`src/rtl/fft_pkg.sv`:
```
// Shared types and constants for the FFT datapath.
//
// Contents:
//   FFT_LOG2_NS, FFT_NS, FFT_DW : default frame geometry and component width,
//                                 shared by the framer and the FFT core
//   IDX_MAX_W                   : widest index bitrev() can handle
//   cplx_t                      : packed complex sample {re, im}, signed
//   bitrev()                    : reverse the low `width` bits of an index
package fft_pkg;

  localparam int unsigned FFT_LOG2_NS = 3;
  localparam int unsigned FFT_NS      = 1 << FFT_LOG2_NS;
  localparam int unsigned FFT_DW      = 16;
  localparam int unsigned IDX_MAX_W   = 16;

  typedef struct packed {
    logic signed [FFT_DW-1:0] re;
    logic signed [FFT_DW-1:0] im;
  } cplx_t;

  // Reverse all IDX_MAX_W bits with constant indices, then shift the
  // reversed field down so only the low `width` bits remain.
  function automatic logic [IDX_MAX_W-1:0] bitrev(input logic [IDX_MAX_W-1:0] idx,
                                                  input int unsigned          width);
    logic [IDX_MAX_W-1:0] full_rev;
    full_rev = '0;
    for (int i = 0; i < IDX_MAX_W; i++) begin
      full_rev[i] = idx[IDX_MAX_W-1-i];
    end
    return full_rev >> (IDX_MAX_W - width);
  endfunction

endpackage

```
`src/rtl/fft_pp_bank.sv`:
```
// One ping-pong bank: NS complex entries plus the flag that marks the bank
// as holding a complete frame.
//
// Ports:
//   clk, rst_n : clock, synchronous active-low reset (clears flag and storage)
//   wr_en      : write wr_data into entry wr_addr
//   wr_addr    : write index (natural order)
//   wr_data    : complex sample to store
//   set_full   : bank now holds a complete frame
//   clr_full   : last sample of the frame has been read out
//   rd_addr    : read index (asynchronous read)
//   rd_data    : entry at rd_addr
//   full       : bank holds a complete, not yet drained frame
module fft_pp_bank
  import fft_pkg::*;
#(
  parameter int unsigned LOG2_NS = FFT_LOG2_NS,
  parameter int unsigned NS      = FFT_NS
) (
  input  logic               clk,
  input  logic               rst_n,
  input  logic               wr_en,
  input  logic [LOG2_NS-1:0] wr_addr,
  input  cplx_t              wr_data,
  input  logic               set_full,
  input  logic               clr_full,
  input  logic [LOG2_NS-1:0] rd_addr,
  output cplx_t              rd_data,
  output logic               full
);

  cplx_t mem_q [NS];
  cplx_t mem_d [NS];
  logic  full_q;
  logic  full_d;

  always_comb begin
    // NOTE: every signal written here gets a default first, so no path
    // through the block can leave it unassigned and infer a latch.
    mem_d  = mem_q;
    full_d = full_q;
    if (wr_en) begin
      mem_d[wr_addr] = wr_data;
    end
    if (set_full) begin
      full_d = 1'b1;
    end else if (clr_full) begin
      full_d = 1'b0;
    end
  end

  always_ff @(posedge clk) begin
    // NOTE: state is updated with non-blocking assignments so every flop
    // samples its _d value from the same edge, independent of order.
    if (!rst_n) begin
      // NOTE: storage is reset too, so a frame cut short by reset can never
      // surface stale samples; this keeps the bank in flops, not a RAM macro.
      mem_q  <= '{default: '0};
      full_q <= 1'b0;
    end else begin
      mem_q  <= mem_d;
      full_q <= full_d;
    end
  end

  assign rd_data = mem_q[rd_addr];
  assign full    = full_q;

  // The writer and reader are always on different banks while both are
  // active, so one bank can never be filled and drained in the same cycle.
  a_no_set_clr : assert property (@(posedge clk) disable iff (!rst_n)
    !(set_full && clr_full));

endmodule

```
`src/rtl/fft_bitrev_framer.sv`:
```
// Input framer for the radix-2 DIT FFT core. Collects NS complex samples
// into one of two ping-pong banks and replays each completed frame in
// bit-reversed index order while the other bank is filled.
//
// Ports:
//   clk, rst_n        : clock, synchronous active-low reset
//   in_re, in_im      : input sample (signed), qualified by in_valid
//   in_valid/in_ready : input handshake; in_ready depends on state only
//   out_re, out_im    : output sample, bit-exact copy of the stored input
//   out_index         : natural (pre-reversal) index of the output sample
//   out_last          : final sample of the frame
//   out_valid/out_ready : output handshake; outputs hold while stalled
module fft_bitrev_framer
  import fft_pkg::*;
#(
  parameter int unsigned LOG2_NS = FFT_LOG2_NS,
  parameter int unsigned NS      = FFT_NS,
  parameter int unsigned DW      = FFT_DW
) (
  input  logic                 clk,
  input  logic                 rst_n,
  input  logic signed [DW-1:0] in_re,
  input  logic signed [DW-1:0] in_im,
  input  logic                 in_valid,
  output logic                 in_ready,
  output logic signed [DW-1:0] out_re,
  output logic signed [DW-1:0] out_im,
  output logic [LOG2_NS-1:0]   out_index,
  output logic                 out_last,
  output logic                 out_valid,
  input  logic                 out_ready
);

  if (NS != (1 << LOG2_NS)) begin : g_bad_ns
    $error("fft_bitrev_framer: NS must equal 2**LOG2_NS");
  end
  if (DW != FFT_DW) begin : g_bad_dw
    $error("fft_bitrev_framer: DW must match fft_pkg::FFT_DW");
  end
  if (LOG2_NS > IDX_MAX_W) begin : g_bad_log2
    $error("fft_bitrev_framer: LOG2_NS exceeds bitrev() index width");
  end

  localparam logic [LOG2_NS-1:0] LAST_CNT = LOG2_NS'(NS - 1);

  logic               wr_bank_q, wr_bank_d;
  logic [LOG2_NS-1:0] wr_cnt_q,  wr_cnt_d;
  logic               rd_bank_q, rd_bank_d;
  logic [LOG2_NS-1:0] rd_cnt_q,  rd_cnt_d;

  logic [1:0]         full;
  cplx_t              rd_data [2];
  cplx_t              rd_sel;
  cplx_t              in_sample;
  logic [LOG2_NS-1:0] rd_addr;
  logic               in_fire, out_fire;
  logic               wr_last, rd_last;

  // Gating with rst_n keeps every output at zero while reset is held,
  // including the very first reset when the flops are still unknown.
  assign in_ready  = rst_n & ~full[wr_bank_q];
  assign out_valid = rst_n &  full[rd_bank_q];

  assign in_fire   = in_valid  & in_ready;
  assign out_fire  = out_valid & out_ready;
  assign wr_last   = (wr_cnt_q == LAST_CNT);
  assign rd_last   = (rd_cnt_q == LAST_CNT);
  assign in_sample = {in_re, in_im};
  assign rd_addr   = LOG2_NS'(bitrev(IDX_MAX_W'(rd_cnt_q), LOG2_NS));

  // Counters wrap to 0 on their own after NS-1 because NS is a power of two.
  always_comb begin
    wr_cnt_d  = wr_cnt_q;
    wr_bank_d = wr_bank_q;
    if (in_fire) begin
      wr_cnt_d = wr_cnt_q + 1'b1;
      if (wr_last) begin
        wr_bank_d = ~wr_bank_q;
      end
    end
  end

  always_comb begin
    rd_cnt_d  = rd_cnt_q;
    rd_bank_d = rd_bank_q;
    if (out_fire) begin
      rd_cnt_d = rd_cnt_q + 1'b1;
      if (rd_last) begin
        rd_bank_d = ~rd_bank_q;
      end
    end
  end

  always_ff @(posedge clk) begin
    if (!rst_n) begin
      wr_bank_q <= 1'b0;
      wr_cnt_q  <= '0;
      rd_bank_q <= 1'b0;
      rd_cnt_q  <= '0;
    end else begin
      wr_bank_q <= wr_bank_d;
      wr_cnt_q  <= wr_cnt_d;
      rd_bank_q <= rd_bank_d;
      rd_cnt_q  <= rd_cnt_d;
    end
  end

  for (genvar b = 0; b < 2; b++) begin : g_bank
    logic sel_wr, sel_rd;
    assign sel_wr = (wr_bank_q == 1'(b));
    assign sel_rd = (rd_bank_q == 1'(b));

    fft_pp_bank #(
      .LOG2_NS (LOG2_NS),
      .NS      (NS)
    ) u_bank (
      .clk      (clk),
      .rst_n    (rst_n),
      .wr_en    (in_fire & sel_wr),
      .wr_addr  (wr_cnt_q),
      .wr_data  (in_sample),
      .set_full (in_fire & sel_wr & wr_last),
      .clr_full (out_fire & sel_rd & rd_last),
      .rd_addr  (rd_addr),
      .rd_data  (rd_data[b]),
      .full     (full[b])
    );
  end

  assign rd_sel = rd_bank_q ? rd_data[1] : rd_data[0];

  // Data only moves on a transfer, so a stalled output holds by construction.
  always_comb begin
    out_re    = '0;
    out_im    = '0;
    out_index = '0;
    out_last  = 1'b0;
    if (out_valid) begin
      out_re    = rd_sel.re;
      out_im    = rd_sel.im;
      out_index = rd_addr;
      out_last  = rd_last;
    end
  end

  a_hold_stable : assert property (@(posedge clk) disable iff (!rst_n)
    (out_valid && !out_ready) |=>
      (out_valid && $stable({out_re, out_im, out_index, out_last})));

endmodule

```
`config.mk`:
```
export PLATFORM = sky130hd
export DESIGN_NAME = fft_bitrev_framer
export DESIGN_NICKNAME = d
export VERILOG_FILES = /design/src/rtl/fft_pkg.sv /design/src/rtl/fft_pp_bank.sv /design/src/rtl/fft_bitrev_framer.sv
export SDC_FILE = /design/constraint.sdc
export NUM_CORES = 1
export LEC_CHECK = 0
export ABC_AREA = 1
export ABC_CLOCK_PERIOD_IN_PS = 5100
export CAP_MARGIN = 10
export CORE_MARGIN = 2
export CORE_UTILIZATION = 45
export CTS_CLUSTER_SIZE = 16
export DETAILED_ROUTE_END_ITERATION = 6
export SLEW_MARGIN = 20
export SYNTH_ARGS = -nofsm -noshare
export SYNTH_HDL_FRONTEND = slang
export SYNTH_SLANG_ARGS = --single-unit
```
`constraint.sdc`:
```
create_clock -name clk -period 5.1 [get_ports clk]
set_input_delay 0.765 -clock clk [delete_from_list [all_inputs] [get_ports clk]]
set_output_delay 0.765 -clock clk [all_outputs]
set_load 0.01 [all_outputs]
```
-- Yosys cells after proc, flatten, opt, wreduce, memory -nomap -nowiden
Index checks and enable logic that the tools add are counted.
- register bits after elaboration: 522
- word-level logic and storage cells: 92
- add/subtract/negate cells: 2
- magnitude comparators: 5
- equal/unequal tests: 2
- multiplexer cells: 23
- bitwise logic cells: 17
- reductions and logical operators: 5
- operator list (kind ; number):
    $bwmux 256 ; 2
    $bmux 32 s3 ; 2
    $mux 32 ; 6
    $demux 32 s3 ; 1
    $mux 16 ; 2
    $and 1x1->1 ; 12
    $mux 1 ; 9
    $ge 4x4->1 const B ; 2
    $not 3->4 ; 2
    $add 3x1->3 const B ; 2
    $eq 3x3->1 const B ; 2
    $lt 1x2->1 const B ; 2
    $lt 4x1->1 const B ; 1
    $reduce_and 2->1 ; 2
    $reduce_bool 2->1 ; 2
    $mux 3 ; 1
    $not 1->1 ; 3
    $logic_and 1x1->1 ; 1

-- Logic depth before layout (Yosys ltp)
Gate-level depths: netlist (run 1).
- word-level depth: 8
- mapped depth: 11
- gate-level depth less buffers: 8

-- Hierarchy
From an unflattened synthesis (run 1), not the netlist that was laid out.
- cell total of the unflattened synthesis: 4141
- area total of the unflattened synthesis: 25750.9 um2
- modules (own cells, without submodules) (module ; instances ; cells each ; area an instance (um2)):
    fft_pp_bank ; 2 ; 1982 ; 12375.6
    fft_bitrev_framer ; 1 ; 177 ; 999.7

-- Worst setup path after synthesis (run 1)
OpenSTA, ideal clock, no wires.
- path type: input to output
- from: input rst_n
- to: output out_im[10]
- arrival: 1.755 ns
- data required time: 4.335 ns
- slack: 2.580 ns
- stages: 5
- path through: nand2_1 nor2_1 clkbuf_1 nand2_1 nor2_1
- word-level cells in the longest chain between the ends: 2
- RTL lines (item ; line ; text):
    from (decl) ; fft_bitrev_framer.sv:21 ; input logic rst_n,
    $and 1x1->1 ; fft_bitrev_framer.sv:62 ; assign out_valid = rst_n & full[rd_bank_q];
    net out_valid ; fft_bitrev_framer.sv:30 ; output logic out_valid,
    $mux 16 ; fft_bitrev_framer.sv:138 ; if (out_valid) begin
    to (decl) ; fft_bitrev_framer.sv:27 ; output logic signed [DW-1:0] out_im,
The timed path passes the listed nets, and every way through them passes these cells.

-- Worst setup path after layout (run 1)
- from: register rd_cnt_q[0]
- to: output out_re[14]
- word-level cells in the longest chain between the ends: 6
- RTL lines (item ; line ; text):
    from (decl) ; fft_bitrev_framer.sv:49 ; logic [LOG2_NS-1:0] rd_cnt_q, rd_cnt_d;
    from (signal assigned) ; fft_bitrev_framer.sv:104 ; rd_cnt_q <= rd_cnt_d;
    $not 3->4 (not written as such) (*) ; fft_pp_bank.sv:66 ; assign rd_data = mem_q[rd_addr];
    $bmux 32 s3 ; fft_pp_bank.sv:66 ;
    $mux 32 (not written as such) (2 in a row) ; fft_pp_bank.sv:66 ;
    $mux 32 (*) ; fft_bitrev_framer.sv:130 ; assign rd_sel = rd_bank_q ? rd_data[1] : rd_data[0];
    $mux 16 (*) ; fft_bitrev_framer.sv:138 ;
    to (decl) ; fft_bitrev_framer.sv:26 ; output logic signed [DW-1:0] out_re,
Mark *: on every way between the ends. The rest lies on a longest branch, timed or not. The select of a mux whose other input is x is not followed.

==> results of run 1 <==
## cells by family after synthesis
| group | share of synthesized area [%] |
|---|---|
| adder cells (fa/ha/maj) | 0.193 |
| flip-flops | 40.2 |
| AO/OA/AOI/OAI | 8.73 |
| AND/OR/NAND/NOR | 38.1 |
| buffers and inverters | 12.8 |
## routing by layer
layer | vias up | part of all wire, % | global-route usage, %
met3 | 123 | 7.5 | 4.73
met2 | 859 | 44 | 46.2
met4 | 2 | 2.3 | 8.73
met1 | 11800 | 46 | 41.8
met5 | - | 0.013 | 0
li1 | 12600 | - | -
## cell usage in the layout, fill, tap and decap left out, types with 3 or more instances in the layout
cell type           n
inv_1             454
buf_4              40
ha_1                4
nand3_1           737
bufinv_16           5
clkinv_2           17
dfxtp_1           519
clkbuf_8            9
nor2_1            315
diode_2             7
nand2_1          1228
clkinv_1            3
a21oi_1           426
nor3_2              4
clkbuf_1           11
o21ai_0            27
clkdlybuf4s50_1    72
buf_12             16
nor2_4              5
inv_6               4
dfxtp_4             3
or2_2              32
nand4_1            18
clkbuf_16          58
## path summary, 6_finish.rpt
check	start	end	slack, ps
worst max register to register	wr_cnt_q[0]$_SDFFE_PN0N_	g_bank[0].u_bank.mem_q[222]$_SDFFE_PN0P_	2050
worst max-delay path	rd_cnt_q[0]$_SDFFE_PN0N_	out_re[14]	870
worst min-delay path	g_bank[1].u_bank.mem_q[122]$_SDFFE_PN0P_	g_bank[1].u_bank.mem_q[122]$_SDFFE_PN0P_	460
worst min register to register	g_bank[1].u_bank.mem_q[122]$_SDFFE_PN0P_	g_bank[1].u_bank.mem_q[122]$_SDFFE_PN0P_	460
## sequential cells by signal (all words and copies together) (netlist names)
signal,cells
g_bank.sel_rd,1
g_bank.u_bank.mem_q,512
g_bank.u_bank.full,2
rd_cnt_q,3
g_bank.sel_wr,1
wr_cnt_q,3
## worst reg2reg max path, delay by kind of cell (launching register included)
| kind | cells | cell delay [ps] |
|---|---|---|
| buffers and inverters | 3 | 1090 |
| AOI/OAI and AO/OA | 1 | 60 |
| DFF | 1 | 530 |
| and+or+nand+nor | 3 | 1210 |
## power groups by stage
stage | sequential (uW) | clock, uW | combinational [uW]
final | 4120 | 4250 | 468
after global routing | 4130 | 4480 | 498
after CTS | 4120 | 4300 | 461
after detailed placement | 4210 | 0 | 460
after global placement | 4210 | 0 | 461
after floorplan | 4210 | 0 | 289
## area by class of cell
| cell class | count | area share, % |
|---|---|---|
| Antenna cell | 7 | 0.0610 |
| Clock buffer | 78 | 5.63 |
| Clock inverter | 26 | 0.945 |
| Inverter | 461 | 6.09 |
| Multi-Input combinational cell | 2802 | 42.7 |
| Sequential cell | 522 | 36.4 |
| Tap cell | 765 | 3.33 |
| Timing Repair Buffer | 131 | 4.84 |
## metrics by stage
| stage | cells | total power [uW] |
|---|---|---|
| after floorplan | 4163 | 4500 |
| after global placement | 4679 | 4670 |
| after detailed placement | 4679 | 4670 |
| after CTS | 4783 | 8880 |
| after global routing | 4789 | 9100 |
| final | 4792 | 8840 |
==> metrics, run 1 <==
status=completed; Post-synth EDFFs=0; DRC viols=0; die footprint=about 0.060 mm2; largest area contributor in the netlist=dfxtp_1; post-synthesis average cell area=about 6.2 um2; Tightest Hold Check Type=flop to flop; average wire per standard cell=roughly 19 um; Syn Inst Count=roughly 4200; register area share after synthesis=between 40% and 50%; DP Worst Slack=1400 ps; Hold WS=between 400 and 500 ps; hold_buf cts=0; Final ANT Viol Nets=0; setup_tns=0 ps; Final Cell Area=about 0.029 mm2; Min Clock Period, post-route=roughly 4200 ps; Pre-Repair DR Iteration Count=5; clock insertion delay at the later pin of the skew report=around 640 ps; Hold Path Depth=2; crit end category=primary output; WL final=between 80 and 90 mm; part of the power in the clock network=48.1%; final setup margin=868 ps; Synth Cell Area=between 0.02 and 0.03 mm2; Worst setup SP type=flop; Cell variety after synth=21; Final setup viols=0; register area=0.0105 mm2; DPL Wire Length=about 46 mm; DP Area=between 0.02 and 0.03 mm2; gr ovfl total=0; P_sw=2180 uW; Cell Pwr Density=between 300 and 400 mW/mm2; top post-synthesis cells by count=1228 x nand2_1, 737 x nand3_1, 522 x dfxtp_1; top-count cell post-synth=nand2_1; Post-synth ARST share=0%; vias per std cell=between 5 and 6; post_cts resized=0; Synth top area share=around two fifths; area grow syn2layout=10.6%; worst vdd ir=around 0.00027 V; #FFs+latches synth=roughly 520; Post-Syn Nets=about 4200; Warnings, synthesis=0; filler instances=roughly 6000; total CTS buffers=58; # H-tree levels=2; Clock transition at path regs=~60 ps; CP cell instances=clkinv_2, buf_12, nand3_1, nand2_1, nand2_1, nand2_1, nor2_1, clkdlybuf4s50_1; peak fanout along the critical path=45; Boundary Pins=74; CP Depth=8; final worst-path cycle share=83.0%; violation count after the first detailed-route iteration=2700; via count=~25000; Global Route Usage Sum=about 30%; row count=88; Most used DFF post-synth=dfxtp_1; Synth area leaders=dfxtp_1 40%, nand2_1 18%, nand3_1 14%, a21oi_1 8.2%, inv_1 6.6%; final hold vios=0; port bufs=between 70 and 80; CTS tree=yes; CP Data Required Time=4340 ps; Seq pwr share=a little under half; starting density of the core=45.3%; switching share of power=approximately 25%; first-pass GRT wire length=between 100 and 150 mm; CTS Buffer Depth=3; Sink Count=between 500 and 600; Crit path max-delay family=buffers and inverters; worst clock skew=14.7 ps; Tightest Pin Transition=roughly 1100 ps; final max-slew violation count=0; Root Buffer=clkbuf_16; post-CTS setup repair buffer count=0; Chip Width=about 240 um; Max Freq=0.236 GHz; max cap viols=0; share of layout cells above drive strength 1=5.07%; WS Path Type=flop to primary output; Core ar.=approximately 0.057 mm2; P_int=6660 uW; RSZ-0062 raised after global routing=false; Arr. time, crit path=3470 ps; multi-input logic area=approximately 0.012 mm2; largest net degree at the start of global routing=approximately 170; crit-path most repeated cell=nand2_1; final core utilization=50.1%; layout net count=between 4000 and 5000; Rel. slew slack=roughly a quarter; initial antenna violation count=7; worst path buffer plus inverter count=3; Comb pwr share=5.3%; Max stage delay cell, worst path=clkdlybuf4s50_1; leak pwr=roughly 0.011 uW; CP peak stage delay=between 600 and 700 ps; vias in the first global route=between 20000 and 25000; Worst R2R Path Depth=7; die span in y=between 200 and 250 um; GPL Wtd Cong=around 0.81
Note: power is estimated with default switching activity, not from simulation.
==> run 2, diff against run 1 <==
ABC_CLOCK_PERIOD_IN_PS = 3550   (was 5100)
clock period = 3.55 ns   (was 5.1 ns; I/O delays follow)
==> run 2 against run 1 <==
The run now ends with negative setup slack left; die area is the same; global-route usage grew 0.16 points; non-clock buffer count grew 25; final area grew 1.8%; via count grew 0.47%; first-iteration DRC count shrank 11%; combinational power grew 44%; clock power grew 50%; critical path depth shrank 1; clock skew grew 8.6 ps; hold slack is essentially flat; critical path type unchanged; highest routed layer is now met4.
==> metrics, run 2 (synthesis results as in run 1) <==
Hold EP=g_bank[1].u_bank.mem_q[103]$_SDFFE_PN0P_; layout net count=4043; Worst setup SP type=flop; CP Data Required Time=3020 ps; DPL Wire Length=roughly 47 mm; vias in the first global route=between 20000 and 25000; area grow syn2layout=12.6%; Tightest Pin Transition=around 1100 ps; CTS tree=yes; Final ANT Viol Nets=0; die span in y=~240 um; Clock transition at path regs=approximately 60 ps; hold_buf cts=0; max reg flops=512; Hold Path Depth=2; Max stage delay cell, worst path=clkdlybuf4s50_1; Max Freq=between 0.2 and 0.3 GHz; Pre-Repair DR Iteration Count=5; peak fanout along the critical path=130; starting density of the core=around 45%; Hold Startpoint=g_bank[1].u_bank.mem_q[103]$_SDFFE_PN0P_; Top reg by flops=g_bank.u_bank.mem_q; Boundary Pins=74; most frequent cells in the layout=1228 x nand2_1, 737 x nand3_1, 519 x dfxtp_1, 454 x inv_1, 426 x a21oi_1; WL final=approximately 90 mm; DP Worst Slack=between 500 and 600 ps; DRC viols=0; worst vdd ir=between 0.0003 and 0.0004 V; flop2flop setup slack=1080 ps; Global Route Usage Sum=just under 30%; final setup margin=-12.6 ps; Min Clock Period, post-route=roughly 3600 ps; Rel. slew slack=around a quarter; Tightest Hold Check Type=flop to flop; status=finished with violations; gr ovfl total=0; worst clock skew=approximately 23 ps; final max-slew violation count=0; commonest non-fill, non-tap cell in the layout=nand2_1; row count=between 80 and 90; Worst R2R Path Depth=7; clock insertion delay at the later pin of the skew report=around 640 ps; die footprint=between 0.05 and 0.06 mm2; # H-tree levels=2; r2r startpoint=g_bank[1].sel_wr$_SDFFE_PN0P_; Core ar.=around 0.057 mm2; Arr. time, crit path=between 3000 and 4000 ps; vias per std cell=5.30; final worst-path cycle share=100%; CTS Buffer Depth=3; total CTS buffers=60; port bufs=73; Cell Pwr Density=444 mW/mm2; final hold vios=0; failing checks=negative setup slack; Chip Width=roughly 240 um; r2r endpoint=g_bank[1].u_bank.mem_q[63]$_SDFFE_PN0P_; Root Buffer=clkbuf_16; average wire per standard cell=18.6 um; CP peak stage delay=between 500 and 600 ps; Hold WS=about 460 ps; violation count after the first detailed-route iteration=between 2000 and 2500; initial antenna violation count=1; first-pass GRT wire length=about 140 mm; Final setup viols=1; leak pwr=between 0.01 and 0.015 uW; largest net degree at the start of global routing=138; share of layout cells above drive strength 1=under 10%; GPL Wtd Cong=about 0.8; CP cell instances=buf_16, o21ai_0, nand2_1, nand3_1, a21oi_1, nor2_1, clkdlybuf4s50_1; WS Path Type=flop to primary output; via count=25600; biggest regs=g_bank.u_bank.mem_q (512), rd_cnt_q (3), wr_cnt_q (3); RSZ-0062 raised after global routing=true; max cap viols=0; Sink Count=roughly 520; crit end category=primary output
run 2: changes by cell type in the layout (fill, tap and decap cells not counted), moves of 4 or more:
cell,previous run,this run
diode_2,7,1
buf_12,16,25
nor2_1,315,311
clkbuf_1,11,16
clkinv_2,17,9
clkbuf_16,58,62
buf_4,40,51
nor2_2,1,5
clkbuf_8,9,22
run 2: per-layer routing:
layer  vias up  global-route usage [%]  wire [um]
met5         -                       0          0
met4         0                    7.55       1770
met3       116                    3.17       6290
met2       909                    48.4      40500
met1     11800                    41.9      41000
li1      12700                       -          -
run 2: report_power, final:
part / total (uW) / internal (uW) / switching, uW
clock network: 6380 / 3770 / 2600
registers: 5920 / 5900 / 24.5
logic: 676 / 144 / 531
run 2: layout make-up:
type	instances	area (um2)
diodes	1	2.50
inverters	461	1760
flip-flops and latches	522	10500
repair buffers	156	1760
clock buffers	99	1900
multi-input cells	2802	12300
fillers	5947	28100
well taps	765	957
clock inverters	13	133
run 2: repair_timing:
item / CTS / global route
gates resized for setup: 4 / 11
setup buffers: 0 / 0
endpoints found under the setup margin: 10 / 10
run 2: critical path: cells and delay by family (launching register included):
| kind | cells | cell delay (ps) |
|---|---|---|
| AO/OA/AOI/OAI | 2 | 660 |
| buffers and inverters | 2 | 880 |
| flip-flops | 1 | 420 |
| AND/OR/NAND/NOR | 3 | 270 |
run 2: worst max-delay path by stage:
| stage | from | end |
|---|---|---|
| CTS | rd_cnt_q[2]$_SDFFE_PN0N_ | out_im[11] |
| global placement | rd_cnt_q[2]$_SDFFE_PN0N_ | out_re[1] |
| floorplan | rst_n | out_im[10] |
| detailed placement | rd_cnt_q[2]$_SDFFE_PN0N_ | out_re[1] |
| global route | rd_cnt_q[2]$_SDFFE_PN0N_ | out_re[1] |
| finish | rd_cnt_q[2]$_SDFFE_PN0N_ | out_re[14] |
run 2: per-stage QoR:
stage / util, % / power [uW] / instances / setup TNS, ps / area [um2]
6_report: 51.0 / 13000 / 4819 / -12.6 / 29200
5_1_grt: 51.0 / 13300 / 4819 / -117 / 29200
4_1_cts: 50.9 / 13000 / 4818 / 0 / 29200
3_5_place_dp: 47.3 / 6720 / 4706 / 0 / 27100
3_3_place_gp: 47.3 / 6720 / 4706 / 0 / 27100
2_1_floorplan: - / 6460 / 4163 / 0 / 26000
==> run 3, diff against run 2 <==
ABC_CLOCK_PERIOD_IN_PS = 4480   (was 3550)
clock period = 4.48 ns   (was 3.55 ns; I/O delays follow)
==> run 3 against run 2 <==
The run now ends clean; utilization fell by 0.96 points; final area shrank 1.9%; clock skew fell by 5.2 ps; first-iteration DRC count is 0.75% lower; global-route usage is 0.18 points lower; sequential power down 21%; register-to-register slack improved by 570 ps; clock power down 27%; hold slack worse by 120 ps; critical endpoint is now out_re[0]; largest cell class unchanged.
==> metrics, run 3 (synthesis results as in run 1) <==
final hold vios=0; commonest non-fill, non-tap cell in the layout=nand2_1; Root Buffer=clkbuf_16; WS Path Type=flop to primary output; Final Cell Area=between 0.02 and 0.03 mm2; port bufs=73; area grow syn2layout=10.5%; Worst R2R Path Depth=6; switching share of power=approximately a quarter; CTS tree=yes; Boundary Pins=74; P_sw=roughly 2400 uW; final setup margin=around 340 ps; Pre-Repair DR Iteration Count=7; met3 routed WL=between 7 and 8 mm; post_cts resized=0; most frequent cells in the layout=1228 x nand2_1, 737 x nand3_1, 519 x dfxtp_1, 454 x inv_1, 426 x a21oi_1; vias in the first global route=roughly 23000; Max Freq=0.242 GHz; first-pass GRT wire length=139 mm; max cap viols=0; layout net count=between 4000 and 5000; status=completed; Cells after DPL=between 4000 and 5000; row count=88; setup_tns=0 ps; Comb pwr share=~5.4%; biggest regs=g_bank.u_bank.mem_q (512), rd_cnt_q (3), wr_cnt_q (3); Global Route Usage Sum=between 20 and 30%; clock insertion delay at the later pin of the skew report=630 ps; WL final=around 90 mm; initial antenna violation count=7; leak pwr=between 0.01 and 0.015 uW; DPL Wire Length=approximately 46 mm; via count=25700; part of the power in the clock network=between 40% and 50%; peak fanout along the critical path=77; Rel. slew slack=between 20% and 30%; Tightest Hold Check Type=input port to flop; Cell Pwr Density=~350 mW/mm2; Arr. time, crit path=approximately 3500 ps; post-CTS setup repair buffer count=0; Min Clock Period, post-route=4140 ps; Final ANT Viol Nets=0; crit end category=primary output; die footprint=between 0.05 and 0.06 mm2; GPL Wtd Cong=roughly 0.8; DP Worst Slack=1040 ps; Worst setup SP type=flop; P_int=between 7000 and 8000 uW; gr ovfl total=0; # H-tree levels=2; Sink Count=roughly 520; WL met2=about 39 mm; largest net degree at the start of global routing=152; Chip Width=approximately 240 um; violation count after the first detailed-route iteration=between 2000 and 2500; worst vdd ir=between 0.0002 and 0.0003 V; max reg flops=a little over 500; CTS Buffer Depth=3; total CTS buffers=between 50 and 60; Tightest Pin Transition=1140 ps; starting density of the core=45.3%; average wire per standard cell=about 19 um; share of layout cells above drive strength 1=slightly above 5%; hold_buf cts=0; top layer in use=met4; Seq pwr share=between 40 and 50%; RSZ-0062 raised after global routing=false; final max-slew violation count=0; Clock transition at path regs=60 ps; CP Data Required Time=~3800 ps; die span in y=roughly 240 um; vias per std cell=around 5.4; Cell Count, Final, Fillers Out=about 4800; Final setup viols=0; final worst-path cycle share=between 90% and 100%; DP Area=around 0.027 mm2; wl on met1=between 40 and 50 mm; Top reg by flops=g_bank.u_bank.mem_q; DRC viols=0; Hold Path Depth=3; Core ar.=roughly 0.057 mm2; worst clock skew=between 15 and 20 ps
## run 3: cell types whose count changed in the layout (fill, tap and decap cells not counted), sizes merged
cell,previous run,this run
diode,1,5
inv,459,460
clkinv,12,8
clkinvlp,1,0
buf,83,66
clkbuf,100,94
bufinv,2,0
## run 3: cell type report
type / instances / area, um2
Clock buffer: 94 / 1780
Tap cell: 765 / 957
Multi-Input combinational cell: 2802 / 12300
Timing Repair Buffer: 138 / 1430
Antenna cell: 5 / 12.5
Sequential cell: 522 / 10500
Inverter: 461 / 1750
Clock inverter: 7 / 42.5
Fill cell: 5931 / 28700
## run 3: worst max-delay path: stages, from the launching register on
cell and delay, ps:
dfxtp_4 630, inv_6 320, buf_12 310, nand2_1 80
nand3_1 70, nand3_1 130, nand2_1 70, nand2_1 60
nand2_1 60, nor2_1 420, clkdlybuf4s50_1 640
## run 3: metrics by stage
step,utilization [%],power [uW],hold slack [ps]
3_3_place_gp,46.8,5320,448
6_report,50.0,9910,342
3_5_place_dp,46.8,5320,451
4_1_cts,50.0,9940,310
5_1_grt,50.0,10200,343
2_1_floorplan,-,5120,439
## run 3: power by group through the flow
stage / registers [uW] / clock network (uW) / logic [uW]
final: 4690 / 4680 / 532
after global routing: 4700 / 4920 / 565
after CTS: 4690 / 4730 / 523
after detailed placement: 4800 / 0 / 522
after global placement: 4800 / 0 / 522
after floorplan: 4790 / 0 / 329
## run 3: path summary, 6_finish.rpt
kind / end / startpoint / slack (ps)
hold reg to reg: g_bank[1].u_bank.mem_q[99]$_SDFFE_PN0P_ / g_bank[1].u_bank.mem_q[99]$_SDFFE_PN0P_ / 460
hold / removal: rd_cnt_q[1]$_SDFFE_PN0N_ / rst_n / 340
setup reg to reg: g_bank[0].u_bank.mem_q[27]$_SDFFE_PN0P_ / g_bank[1].sel_wr$_SDFFE_PN0P_ / 1650
setup / recovery: out_re[0] / rd_cnt_q[2]$_SDFFE_PN0N_ / 340
## run 3: routing by layer
metal,global-route usage [%],vias up
met2,46.5,920
met1,41.1,12000
met5,0,-
met4,9.99,0
met3,4.68,162
li1,-,12600
